===== src/rtl/mux_scan_n.sv =====
// N-channel registered multiplexer with manual select and masked round-robin scan.
// Each channel has its own lane slice; the top ORs the lane outputs into a single result.

module mux_scan_n_lane #(
  parameter int WIDTH = 1,
  parameter int SEL_W = 3,
  parameter int K     = 0
) (
  input  logic [SEL_W-1:0] idx,
  input  logic [WIDTH-1:0] din,
  input  logic             msk,
  output logic [WIDTH-1:0] dout,
  output logic             mhit
);
  logic hit;

  assign hit  = (idx == SEL_W'(K));
  assign dout = hit ? din : '0;
  assign mhit = hit & msk;
endmodule

module mux_scan_n #(
  parameter int WIDTH    = 1,
  parameter int CHANNELS = 8,
  parameter int SEL_W    = $clog2(CHANNELS),
  parameter int DWELL    = 1
) (
  input  logic                      clk,
  input  logic                      rst,
  input  logic                      en,
  input  logic                      mode,
  input  logic [SEL_W-1:0]          sel,
  input  logic [CHANNELS-1:0]       mask,
  input  logic [CHANNELS*WIDTH-1:0] I,
  output logic [WIDTH-1:0]          Out,
  output logic [SEL_W-1:0]          ch,
  output logic                      valid,
  output logic                      wrap
);
  localparam int DW = $clog2(DWELL + 1);
  localparam logic [DW-1:0] D_LAST = DW'(DWELL - 1);

  localparam logic [1:0] S_IDLE   = 2'd0;
  localparam logic [1:0] S_MANUAL = 2'd1;
  localparam logic [1:0] S_SCAN   = 2'd2;

  logic [1:0]       state, nxt;
  logic [SEL_W-1:0] p;
  logic [DW-1:0]    d;

  logic [SEL_W-1:0] idx;
  logic [SEL_W-1:0] first_ch, next_ch;
  logic             above;
  logic             mask_p;
  logic             sel_ok;
  logic [WIDTH-1:0] data;

  logic [CHANNELS-1:0][WIDTH-1:0] lane_d;
  logic [CHANNELS-1:0]            lane_m;

  assign nxt    = !en ? S_IDLE : (mode ? S_SCAN : S_MANUAL);
  assign idx    = (nxt == S_SCAN) ? p : sel;
  assign sel_ok = (int'(sel) < CHANNELS);

  // An index with no matching lane (out-of-range select) yields zero data.
  for (genvar k = 0; k < CHANNELS; k++) begin : g_lane
    mux_scan_n_lane #(.WIDTH(WIDTH), .SEL_W(SEL_W), .K(k)) u_lane (
      .idx  (idx),
      .din  (I[k*WIDTH +: WIDTH]),
      .msk  (mask[k]),
      .dout (lane_d[k]),
      .mhit (lane_m[k])
    );
  end

  always_comb begin
    data = '0;
    for (int k = 0; k < CHANNELS; k++) data = data | lane_d[k];
    mask_p = |lane_m;
  end

  // Downward walk leaves the lowest set bit, and the lowest set bit above p.
  always_comb begin
    first_ch = '0;
    next_ch  = '0;
    above    = 1'b0;
    for (int i = CHANNELS - 1; i >= 0; i--) begin
      if (mask[i]) begin
        first_ch = SEL_W'(i);
        if (i > int'(p)) begin
          next_ch = SEL_W'(i);
          above   = 1'b1;
        end
      end
    end
    if (!above) next_ch = first_ch;
  end

  always_ff @(posedge clk) begin
    if (rst) begin
      state <= S_IDLE;
      Out   <= '0;
      ch    <= '0;
      valid <= 1'b0;
      wrap  <= 1'b0;
      p     <= '0;
      d     <= '0;
    end else begin
      state <= nxt;
      case (nxt)
        S_MANUAL: begin
          Out   <= sel_ok ? data : '0;
          ch    <= sel;
          valid <= sel_ok;
          wrap  <= 1'b0;
        end
        S_SCAN: begin
          if (state != S_SCAN) begin
            p     <= first_ch;
            d     <= '0;
            valid <= 1'b0;
            wrap  <= 1'b0;
          end else if (mask == '0) begin
            valid <= 1'b0;
            wrap  <= 1'b0;
          end else if (mask_p) begin
            Out   <= data;
            ch    <= p;
            valid <= 1'b1;
            if (d == D_LAST) begin
              d    <= '0;
              p    <= next_ch;
              wrap <= !above;
            end else begin
              d    <= d + 1'b1;
              wrap <= 1'b0;
            end
          end else begin
            // current channel dropped out of the mask mid-dwell
            p     <= next_ch;
            d     <= '0;
            valid <= 1'b0;
            wrap  <= 1'b0;
          end
        end
        default: begin
          valid <= 1'b0;
          wrap  <= 1'b0;
        end
      endcase
    end
  end
endmodule


===== config.mk =====
export PLATFORM = sky130hd
export DESIGN_NAME = mux_scan_n
export DESIGN_NICKNAME = d
export VERILOG_FILES = /design/src/rtl/mux_scan_n.sv
export SDC_FILE = /design/constraint.sdc
export NUM_CORES = 1
export LEC_CHECK = 0
export BUFFER_PORTS_ARGS = -buffer_cell sky130_fd_sc_hd__buf_4
export CAP_MARGIN = 25
export CORE_ASPECT_RATIO = 0.6
export CORE_MARGIN = 2
export CORE_UTILIZATION = 44
export CTS_CLUSTER_DIAMETER = 120
export CTS_CLUSTER_SIZE = 40
export DETAILED_ROUTE_END_ITERATION = 10
export PLACE_DENSITY = 0.69
export REMOVE_ABC_BUFFERS = 1
export SLEW_MARGIN = 20
export SYNTH_ARGS = -nofsm -noshare
export SYNTH_HDL_FRONTEND = slang
export SYNTH_SLANG_ARGS = --single-unit

===== constraint.sdc =====
create_clock -name clk -period 2.8 [get_ports clk]
set_input_delay 0.42 -clock clk [delete_from_list [all_inputs] [get_ports clk]]
set_output_delay 0.42 -clock clk [all_outputs]
set_load 0.01 [all_outputs]

Yosys cells after proc, flatten, opt, wreduce, memory -nomap -nowiden
Cells that the tools add are included.
{"block": "word_totals", "reg_bits": 12, "inputBits": 23, "output_inout_bits": 6, "wordCells": 124}
{"block": "classes", "n_addsub": 1, "order_cmp": 7, "n_eq_ne": 15, "n_mux": 68, "bitwise_logic": 17, "reduce_logical": 9}
{"cell": "3-bit two-way mux", "n": 31}
{"cell": "1-bit two-way mux", "n": 32}
{"cell": "3-bit == test, second input constant", "n": 4}
{"cell": "3-bit greater-than comparator, first input constant", "n": 4}
{"cell": "2-bit != test, second input constant", "n": 5}
{"cell": "1-bit bitwise AND", "n": 8}
{"cell": "8-bit zero test", "n": 1}
{"cell": "8-bit OR reduction", "n": 1}
{"cell": "1-bit bitwise OR", "n": 7}
{"cell": "3-bit by 2-bit == test with 1-bit output, second input constant", "n": 2}
{"cell": "2-bit by 3-bit greater-than comparator with 1-bit output, first input constant", "n": 2}
{"cell": "3-bit one-hot mux with 2 select lines", "n": 1}
{"cell": "6-bit OR reduction", "n": 1}
{"cell": "2-bit two-way mux", "n": 2}
{"cell": "1-bit one-hot mux with 2 select lines", "n": 2}
{"cell": "4-bit AND reduction", "n": 1}
{"cell": "3-bit by 1-bit == test with 1-bit output, second input constant", "n": 1}
{"cell": "1-bit by 3-bit greater-than comparator with 1-bit output, first input constant", "n": 1}
{"cell": "3-bit zero test", "n": 1}
{"cell": "3-bit by 2-bit != test with 1-bit output, second input constant", "n": 1}
{"cell": "3-bit AND reduction", "n": 1}
{"cell": "2-bit by 1-bit == test with 1-bit output, second input constant", "n": 1}
{"cell": "2-bit == test, second input constant", "n": 1}
{"cell": "1-bit NOT", "n": 2}
{"cell": "other kinds (4)", "n": 4}

Logic depth before layout (Yosys ltp)
{"block": "logic_depth", "depth_word": 20, "depth_mapped": 8}

Modules after synthesis
From an unflattened synthesis, not the netlist that was laid out.
{"block": "hier_totals", "hier_cells": 113, "area_unflattened_um2": 939.7}
{"mod": "mux_scan_n", "n_inst": 1, "cells_per_inst": 97, "area_per_inst_um2": 769.5, "seq_area_each_um2": 220.2}
{"mod": "mux_scan_n_lane (g_lane[1].u_lane ...)", "n_inst": 3, "cells_per_inst": 2, "area_per_inst_um2": 25.0, "seq_area_each_um2": 0.0}
{"mod": "mux_scan_n_lane (g_lane[3].u_lane ...)", "n_inst": 3, "cells_per_inst": 2, "area_per_inst_um2": 20.0, "seq_area_each_um2": 0.0}
{"mod": "mux_scan_n_lane (g_lane[0].u_lane ...)", "n_inst": 2, "cells_per_inst": 2, "area_per_inst_um2": 17.5, "seq_area_each_um2": 0.0}

Least setup slack after synthesis
Ideal clock, no wire load.
{"block": "synth_timing", "kind": "input port to flip-flop", "start": "input en", "end": "register ch[0]", "arrival_time_ns": 1.831, "setup_slack_ns": 0.848, "stages": 7, "n_path_buf": 1, "cell_sequence": "buf_4 a21boi_1 or2_1 mux2i_1 o22ai_1 o311a_4 mux2_4"}
{"block": "synth_between", "elab_chain_len": 8, "word_cells_on_any_way": 27, "cone_classes": "eq/ne: 12; mux: 3; bitwise: 8; reduce/logical: 4"}
{"element": "start, declared", "line_no": "30", "source": "input logic en,"}
{"element": "2-bit two-way mux *", "line_no": "61", "source": "assign nxt = !en ? S_IDLE : (mode ? S_SCAN : S_MANUAL);"}
{"element": "2-bit == test", "line_no": "62, 110"}
{"element": "3-bit two-way mux", "line_no": "62", "source": "assign idx = (nxt == S_SCAN) ? p : sel;"}
{"element": "3-bit by 1-bit == test with 1-bit output (tied with other cells)", "line_no": "17", "source": "assign hit = (idx == SEL_W'(K));"}
{"element": "1-bit bitwise AND", "line_no": "19", "source": "assign mhit = hit & msk;"}
{"element": "8-bit OR reduction", "line_no": "79", "source": "mask_p = |lane_m;"}
{"element": "2-bit != test (no line)"}
{"element": "4-bit AND reduction (no line)"}
{"element": "end signal, assigned", "line_no": "113", "source": "ch <= sel;"}
{"element": "end signal, assigned", "line_no": "128", "source": "ch <= p;"}
{"element": "end, declared", "line_no": "36", "source": "output logic [SEL_W-1:0] ch,"}
Every way passes the cells marked *; elsewhere a longest branch is shown, timed or not.
A chain may end at the register's enable or synchronous reset.

Final worst setup path
{"block": "layout_timing", "start": "register p[1]", "end": "register ch[2]"}
{"block": "layout_between", "elab_chain_len": 6, "word_cells_on_any_way": 20, "cone_classes": "eq/ne: 8; mux: 1; bitwise: 8; reduce/logical: 3"}
{"element": "start, declared", "line_no": "48", "source": "logic [SEL_W-1:0] p;"}
{"element": "start signal, assigned", "line_no": "119", "source": "p <= first_ch;"}
{"element": "start signal, assigned", "line_no": "132", "source": "p <= next_ch;"}
{"element": "start signal, assigned", "line_no": "140", "source": "p <= next_ch;"}
{"element": "3-bit two-way mux *", "line_no": "62"}
{"element": "3-bit by 1-bit == test with 1-bit output (tied with other cells)", "line_no": "17"}
{"element": "1-bit bitwise AND", "line_no": "19"}
{"element": "8-bit OR reduction *", "line_no": "79"}
{"element": "2-bit != test (no line) *"}
{"element": "4-bit AND reduction (no line) *"}
Marked as above.

==> flow_summary.ini <==
[logic_synthesis]
seq_area_frac_synth_pct = 21.1
ys_types = 45
ys_ff_latch = 11
syn_area_sq_mm = 0.00104
syn_avg_cell_area_sq_um = 7.63
synth_cells = 137
yosys_warnings = 0

[floorplan]
dieArea_sq_mm = 0.00279
die_y_um = 41.7
num_rows = 13
ios = 29
die_w_um = 66.9
initial_core_util_pct = 47.2
design.core.area_sq_mm = 0.00221

[job]
maxCapViolations = 0

[placed_design]
globalplace.congestion = 0.908
port-buffer-count = 28
dp_hpwl_um = 2280
dp_slack_ps = 589
dp.cells = 189
place_area_sq_mm = 0.00127

[worst_hold_path]
worstHoldPathType = primary input to flop

[global_route]
grt_pass1_vias = 1040
antenna_found_initial = 0
grt_overflow = 0
globalRouteTotalUtil_pct = 22.8
grt_start_max_net_pins = 19
grt_pass1_wl_um = 4900

[clock_tree]
insertion_delay_ps = 240
h-tree-depth = 1
cts.sinks = 11
post_cts_resized = 0
ctsHoldBuffers = 0
root_buffer = clkbuf_8
cts_setup_buffers = 0
clockBufferDepth = 2
clk_pin_slew_ps = 50
cts_buffers = 3
cts_tree = built

[worst_setup_path]
worstPathMaxFanout = 16
critical_path_required_ps = 2920
cp-end-kind = flop
r2r-end = ch[2]$_SDFFE_PP0P_
startpoint = p[1]$_SDFFE_PP0P_
start_kind = flop
critPathKind = flop to flop
endpoint = ch[2]$_SDFFE_PP0P_
r2r_slack_ps = 550
rr_worst_depth = 6
arrival_ps = 2380
r2r-start = p[1]$_SDFFE_PP0P_

[final_layout]
synthToLayoutAreaGrowth_pct = 25.6
n_antenna_cell = 0
final_cell_area_sq_mm = 0.00131
final_layout_size_suffix_gt1_share_pct = 23.3
final_cells = 193
fill_cells = 231
nets = 187

[routing]
drtIter0Drc = 144
num_vias = 1157
firstDrtPassIters = 4
ant_nets = 0
post_drt_wl_per_cell_um = 15.2
via_per_inst = 5.99
drt-total-wl_um = 2930
drcViolationCount = 0

[timing]
tns_ps = 0
setup_violations = 0
worstMarginPinSlew_ps = 543
slew_headroom_pct = 63.8
fin_crit_ps = 2250
hold_viol = 0
rsz0062_at_grt = no
finClkSkew_ps = 2.67
drv_slew = 0
max_freq_mhz = 444
finalCritPeriodShare_pct = 80.5
fin_ws_ps = 547

[pwr]
leakagePower_uw = 0.000559
power_uw = 473
pwr_density_cell_mw_per_mm2 = 360
ir_drop_v = 0.000290

[outcome]
status = complete, no violations
critical path, stage by stage (launching register included):
cell,delay [ps]
dfxtp_1,630
and4b_1,260
a31o_1,190
a22oi_1,210
o22ai_1,140
o311a_4,400
mux2_4,310
power by group:
part           internal (uW)  leakage (uW)  switching (uW)
clock network           97.8     0.0000255            60.1
logic                   69.4      0.000444            71.3
registers                164     0.0000897            10.2
total                    331      0.000559             142
worst min path at each step:
stage / cells past startpoint / to / start
global placement: 2 / ch[1]$_SDFFE_PP0P_ / ch[1]$_SDFFE_PP0P_
finish: 2 / p[1]$_SDFFE_PP0P_ / rst
global route: 2 / p[1]$_SDFFE_PP0P_ / rst
floorplan: 1 / p[2]$_SDFFE_PP0P_ / rst
detailed placement: 2 / Out$_SDFFE_PP0P_ / Out$_SDFFE_PP0P_
CTS: 2 / p[1]$_SDFFE_PP0P_ / rst
kinds of logic (layout without fill, tap and decap cells):
logic type	Yosys count	count (layout)	share of synthesized area, %
AND/OR/NAND/NOR	58	58	30.9
AO/OA/AOI/OAI	46	46	32.9
flip-flops	11	11	21.1
buffers and inverters	13	39	5.39
multiplexers	9	9	9.70
synth_stat cells (all sizes together):
master   count  area (sq um)
a211o        2          17.5
a21boi       2          15.0
a21o         1          7.51
a21oi        8          40.0
a22oi        3          22.5
a311oi       1          8.76
a31o         3          26.3
a31oi        1          6.26
a32oi        2          17.5
and2         1          6.26
and2b        1          7.51
and3         2          12.5
and4b        2          20.0
buf          4          22.5
clkbuf       3          11.3
dfxtp       11           220
inv          6          22.5
mux2         3          41.3
mux2i        6          60.1
nand2        9          36.3
nand2b       9          56.3
nand3        5          25.0
nand3b       1          7.51
nand4        2          12.5
nand4b       1          8.76
nor2        11          41.3
nor2b        4          25.0
nor3         4          20.0
nor4b        1          8.76
o211ai       2          15.0
o21a         1          7.51
o21ai        3          15.0
o21bai       7          52.6
o221ai       2          17.5
o22ai        1          6.26
o2bb2ai      1          8.76
o311a        1          21.3
o31a         1          8.76
o31ai        4          30.0
or2          1          6.26
or3          1          6.26
or4          3          22.5
registers in the layout, summed over array words and instances, names as in the netlist:
register / cells
state: 2
Out: 1
wrap: 1
ch: 3
p: 3
valid: 1
cell usage in the layout, fill, tap and decap left out, types with 5 or more instances in the layout:
cell,synthesis,routed
buf_4,1,29
dfxtp_1,11,11
nor2_1,11,11
nand2b_1,9,9
nand2_1,8,8
a21oi_1,8,8
o21bai_1,7,7
mux2i_1,6,6
inv_1,6,6
nand3_1,5,5
per-stage QoR:
stage	util (%)	hold slack [ps]
6_report	59.3	459
5_1_grt	59.3	472
4_1_cts	59.3	454
3_5_place_dp	57.2	480
3_3_place_gp	57.2	475
2_1_floorplan	-	489
final cells by class:
type                            count  area (sq um)  area share [%]
Multi-Input combinational cell    113           768            58.5
Sequential cell                    11           220            16.8
Timing Repair Buffer               29           218            16.6
Clock buffer                        3          41.3            3.15
Tap cell                           30          37.5            2.86
Inverter                            6          22.5            1.72
Clock inverter                      1          5.00           0.381
metal layers:
layer	wire length (um)	part of all wire (%)	vias to the layer above	GRT usage [%]
met5	0	0	-	0
met4	30	1.0	0	5.71
li1	-	-	570	-
met1	1430	49	518	35.2
met3	300	10	4	5.15
met2	1180	40	65	31.2
(Power assumes the default switching activity.)
